===== config.mk =====
export PLATFORM = sky130hd
export DESIGN_NAME = pwm_duty_gen
export DESIGN_NICKNAME = d
export VERILOG_FILES = /design/src/rtl/pwm_pkg.sv /design/src/rtl/pwm_duty_ch.sv /design/src/rtl/pwm_duty_gen.sv
export SDC_FILE = /design/constraint.sdc
export NUM_CORES = 1
export LEC_CHECK = 0
export BUFFER_PORTS_ARGS = -buffer_cell sky130_fd_sc_hd__buf_4
export CORE_MARGIN = 1.5
export CORE_UTILIZATION = 40
export CTS_CLUSTER_DIAMETER = 50
export DETAILED_ROUTE_END_ITERATION = 16
export PLACE_DENSITY = 0.7
export SLEW_MARGIN = 0
export SYNTH_ARGS = -nofsm -noshare
export SYNTH_HDL_FRONTEND = slang
export SYNTH_SLANG_ARGS = --single-unit

===== constraint.sdc =====
create_clock -name clk -period 2.7 [get_ports clk]
set_clock_uncertainty 0.1 [all_clocks]
set_input_delay 0.27 -clock clk [delete_from_list [all_inputs] [get_ports clk]]
set_output_delay 0.27 -clock clk [all_outputs]
set_load 0.05 [all_outputs]

===== src/rtl/pwm_pkg.sv =====
// Shared defaults for the duty-cycle / clock-divider generator.
// Reset state is a divide-by-2 square wave on every channel.
package pwm_pkg;
  localparam int CNT_W_DEF  = 8;
  localparam int NUM_CH_DEF = 2;
  localparam int PERIOD_RST = 1;
  localparam int DUTY_RST   = 1;
endpackage


===== src/rtl/pwm_duty_ch.sv =====
// One duty channel: holds its duty register and the registered compare output.
// The compare uses the duty that is valid after this edge, so an apply is seamless.
module pwm_duty_ch
  import pwm_pkg::*;
#(
  parameter int CNT_W = CNT_W_DEF
) (
  input  logic             clk,
  input  logic             rst,
  input  logic             en,
  input  logic             apply,
  input  logic [CNT_W-1:0] shadow_duty,
  input  logic [CNT_W-1:0] cnt_nxt,
  output logic             pwm
);

  logic [CNT_W-1:0] duty_q;
  logic [CNT_W-1:0] duty_nxt;

  assign duty_nxt = apply ? shadow_duty : duty_q;

  always_ff @(posedge clk) begin
    if (rst) begin
      duty_q <= CNT_W'(DUTY_RST);
      pwm    <= 1'b0;
    end else begin
      if (apply) duty_q <= shadow_duty;
      // Output holds while frozen unless a pending config lands on this edge
      if (en || apply) pwm <= (cnt_nxt < duty_nxt);
    end
  end

endmodule


===== src/rtl/pwm_duty_gen.sv =====
// Multi-channel PWM: one shared period counter, per-channel duty compare,
// and a shadow config that is only applied at a period boundary.
module pwm_duty_gen
  import pwm_pkg::*;
#(
  parameter int CNT_W  = CNT_W_DEF,
  parameter int NUM_CH = NUM_CH_DEF
) (
  input  logic                    clk,
  input  logic                    rst,
  input  logic                    en,
  input  logic                    cfg_valid,
  output logic                    cfg_ready,
  input  logic [CNT_W-1:0]        cfg_period,
  input  logic [NUM_CH*CNT_W-1:0] cfg_duty,
  output logic [NUM_CH-1:0]       pwm_out,
  output logic                    period_tick,
  output logic [CNT_W-1:0]        cnt
);

  logic [CNT_W-1:0]             period_q;
  logic [CNT_W-1:0]             sh_period;
  logic [NUM_CH-1:0][CNT_W-1:0] sh_duty;
  logic                         pending;
  logic                         wrap;
  logic                         apply;
  logic                         xfer;
  logic [CNT_W-1:0]             cnt_nxt;

  assign cfg_ready = ~pending;
  assign wrap      = (cnt == period_q);
  assign xfer      = cfg_valid & ~pending;
  // pending can only be set by an earlier edge, so a same-edge transfer never applies
  assign apply     = pending & (~en | wrap);

  always_comb begin
    cnt_nxt = cnt;
    if (apply || (en && wrap)) cnt_nxt = '0;
    else if (en)               cnt_nxt = cnt + 1'b1;
  end

  always_ff @(posedge clk) begin
    if (rst) begin
      cnt         <= '0;
      period_q    <= CNT_W'(PERIOD_RST);
      sh_period   <= '0;
      sh_duty     <= '0;
      pending     <= 1'b0;
      period_tick <= 1'b0;
    end else begin
      cnt         <= cnt_nxt;
      period_tick <= en & wrap;
      if (apply) begin
        period_q <= sh_period;
        pending  <= 1'b0;
      end
      if (xfer) begin
        sh_period <= cfg_period;
        sh_duty   <= cfg_duty;
        pending   <= 1'b1;
      end
    end
  end

  for (genvar i = 0; i < NUM_CH; i++) begin : g_ch
    pwm_duty_ch #(.CNT_W(CNT_W)) u_ch (
      .clk        (clk),
      .rst        (rst),
      .en         (en),
      .apply      (apply),
      .shadow_duty(sh_duty[i]),
      .cnt_nxt    (cnt_nxt),
      .pwm        (pwm_out[i])
    );
  end

endmodule


==> summary.md <==
| Metric | Value |
|---|---|
| Leak | 1.37 nW |
| # fillers | 684 |
| Post-CTS Hold Fix Bufs | 0 |
| Crit path DAT | 2.67 ns |
| CORE AREA | 6910 um^2 |
| Die area | 7810 um^2 |
| Layout cells sized above 1 | 0.238 |
| Type of element capturing the critical path | flip-flop |
| Synth Instances | 349 |
| Final wirelength | 6670 um |
| TritonCTS clock tree | yes |
| H-tree levels | 3 |
| Syn Std Cell Area | 2920 um^2 |
| Post-Syn Nets | 392 |
| PD cells | 604 nW/um^2 |
| First-pass GRT wire length | 10900 um |
| Crit-path cells | xnor2_2 -> nand4_4 -> o21ai_4 -> buf_12 -> nand3_1 -> and2_1 -> ha_1 -> a21oi_1 -> nor2_1 -> nor4_1 -> a32oi_1 -> a41oi_1 |
| Antenna violations before repair | 0 |
| Min Tclk post-route | 2.52 ns |
| Total power | 2.15 mW |
| Placed Cells | 468 |
| Final period util | 0.935 |
| Ys Warns | 0 |
| Chip width | 88.4 um |
| Final Hold Viols | 0 |
| CTS sink count | 60 |
| CP max FO | 16 |
| Most frequent cells in the layout | nand2_1 (62), dfxtp_1 (51), a21oi_1 (50) |
| Final Setup Violations | 0 |
| Slowest stage cell, crit path | dfxtp_2 |
| GRT Total Usage | 0.184 |
| Placement row count | 30 |
| ANT cells | 0 |
| Register Area | 1210 um^2 |
| Synthesized flop and latch total | 60 |
| WL per Instance | 13.7 um |
| HP Class | input pin to flip-flop |
| Max Cap Viol | 0 |
| Non-Filler Instances | 486 |
| Average cell area after synthesis | 8.35 um^2 |
| Routability Congestion | 0.839 |
| Number of port buffers | 39 |
| Cell variety after synth | 38 |
| Die Y | 88.4 um |
| FMAX | 0.396 GHz |
| Synthesis-to-finish area growth | 22.0% |
| Critical path class | flip-flop to flip-flop |
| Area of the multi-input gates | 1630 um^2 |
| Clk_lat worst skew | 0.33 ns |
| Slew margin rel. | 0.499 |
| Number of buffers created by CTS | 9 |
| Drt first pass iters | 4 |
| Largest net degree at the start of global routing | 62 |
| Total gr overflow | 0 |
| Clock slew at reported path FFs | 0.06 ns |
| Most common cell after layout, fill and taps aside | nand2_1 |
| Unrepaired setup endpoints after global routing | true |
| Initial cell density of the core | 0.422 |
| DPL Wire Length | 4710 um |
| Peak VDD IR | 0.288 mV |
| I/O Pins | 40 |
| Vias | 2487 |
| Critical Path Max Stage Delay | 0.33 ns |
| DR vias/cell | 5.12 |
| Number of antenna-violating nets in the routed design | 0 |
| DRC viols | 0 |
| Root buffer cell | clkbuf_8 |
| Fin. max-slew vios | 0 |
| # nets final | 428 |
| Status | finished, final reports clean |
| Sequential share of the synthesized area | 0.412 |
| Worst path required time | 2.85 ns |
| CTS Buffer Depth | 2 |
| Worst Tran Pin Value | 0.750 ns |
| Vias in the first global route | 2297 |
| Worst Setup Start Kind | flip-flop |
| Initial DRC Count | 172 |
## critical path, delay by kind of cell (launching register included)
family,cells,cell delay (ns)
simple gates,5,0.70
compound gates,4,0.65
flops,1,0.33
fa+ha+maj,1,0.28
xor+xnor,1,0.21
buf+inv,1,0.16
## where the power goes
part           leakage, nW  internal (mW)  switching [mW]  total, mW
sequential           0.494          0.928          0.0306      0.959
clock                0.102          0.474           0.340      0.814
combinational        0.776          0.146           0.228      0.375
## routing by layer
| metal | global-route usage | routed length (um) | vias to the layer above |
|---|---|---|---|
| met1 | 0.249 | 3190 | 1127 |
| met2 | 0.279 | 2980 | 60 |
| met3 | 0.0317 | 303 | 17 |
| li1 | - | - | 1283 |
| met5 | 0 | 0 | - |
| met4 | 0.102 | 200 | 0 |
## cell families after synthesis
group	count (synthesis)	share of synthesized area
AO/OA/AOI/OAI	87	0.174
XOR/XNOR	14	0.0446
adder cells (fa/ha/maj)	15	0.0644
buffers and inverters	27	0.0549
flip-flops	60	0.412
multiplexers	2	0.00858
AND/OR/NAND/NOR	144	0.241
## cell usage after synthesis
master,instances,area (um^2)
o21ai_1,9,45.0
a211o_1,3,26.3
o21ai_0,11,55.1
nor2b_1,3,18.8
nand2b_1,3,18.8
ha_1,15,188
a32oi_1,2,17.5
nor4b_1,1,8.76
o211ai_1,4,30.0
and3_1,4,25.0
inv_2,1,3.75
nand4_1,4,25.0
nand2_1,62,233
o21ai_4,1,16.3
nor2_1,15,56.3
buf_2,5,25.0
and2_1,14,87.6
nand4_4,2,42.5
xnor2_2,1,16.3
and4_1,1,8.76
nand2_2,1,6.26
xnor2_1,7,61.3
nor4_1,2,12.5
buf_1,1,3.75
a41oi_1,2,17.5
nand3_1,24,120
clkbuf_1,12,45.0
nor3_1,8,40.0
o21ai_2,3,26.3
o21a_4,1,15.0
o22a_1,1,8.76
a21oi_1,50,250
dfxtp_1,60,1200
mux2i_1,1,10.0
buf_6,6,67.6
xor2_1,6,52.6
buf_4,2,15.0
mux2_4,1,15.0
## final timing paths
| kind | startpoint | end | slack (ns) | depth (start not counted) |
|---|---|---|---|---|
| worst min-delay path | cfg_duty[6] | sh_duty[6]$_SDFFE_PP0P_ | 0.08 | 3 |
| worst min register to register | sh_period[0]$_SDFFE_PP0P_ | sh_period[0]$_SDFFE_PP0P_ | 0.35 | 2 |
| worst max-delay path | cnt[0]$_SDFF_PP0_ | g_ch[0].u_ch.pwm$_SDFFE_PP0P_ | 0.18 | 12 |
| worst max register to register | cnt[0]$_SDFF_PP0_ | g_ch[0].u_ch.pwm$_SDFFE_PP0P_ | 0.18 | 12 |
## layout make-up
type / instances / area share
timing repair buffer: 50 / 0.109
multi-input combinational: 263 / 0.457
sequential: 60 / 0.342
clock inverter: 4 / 0.0134
clock buffer: 12 / 0.0436
inverter: 1 / 0.00106
tap: 96 / 0.0338
## sequential cells by signal, indices dropped and copies added (netlist names)
signal and flops:
period_q 8, g_ch.u_ch.pwm 2, sh_duty 16, pending 1, g_ch.u_ch.duty_q 16, cnt 8
period_tick 1, sh_period 8
## through the flow
step	util	area, um^2	hold slack (ns)	setup slack, ns	setup TNS (ns)
floorplan	-	2930	0.306	0.0642	0
global placement	0.473	3270	0.343	0.174	0
detailed placement	0.473	3270	0.349	0.118	0
CTS	0.503	3470	0.0699	0.0643	0
global route	0.515	3560	0.0758	-0.0418	-0.0418
finish	0.515	3560	0.0812	0.176	0
## repair_timing
action | 4_1_cts | 5_1_grt
gates resized for setup | 0 | 11
buffers inserted | 0 | 1
setup endpoints to repair | 0 | 2
Power figures use the tool's default switching activity.
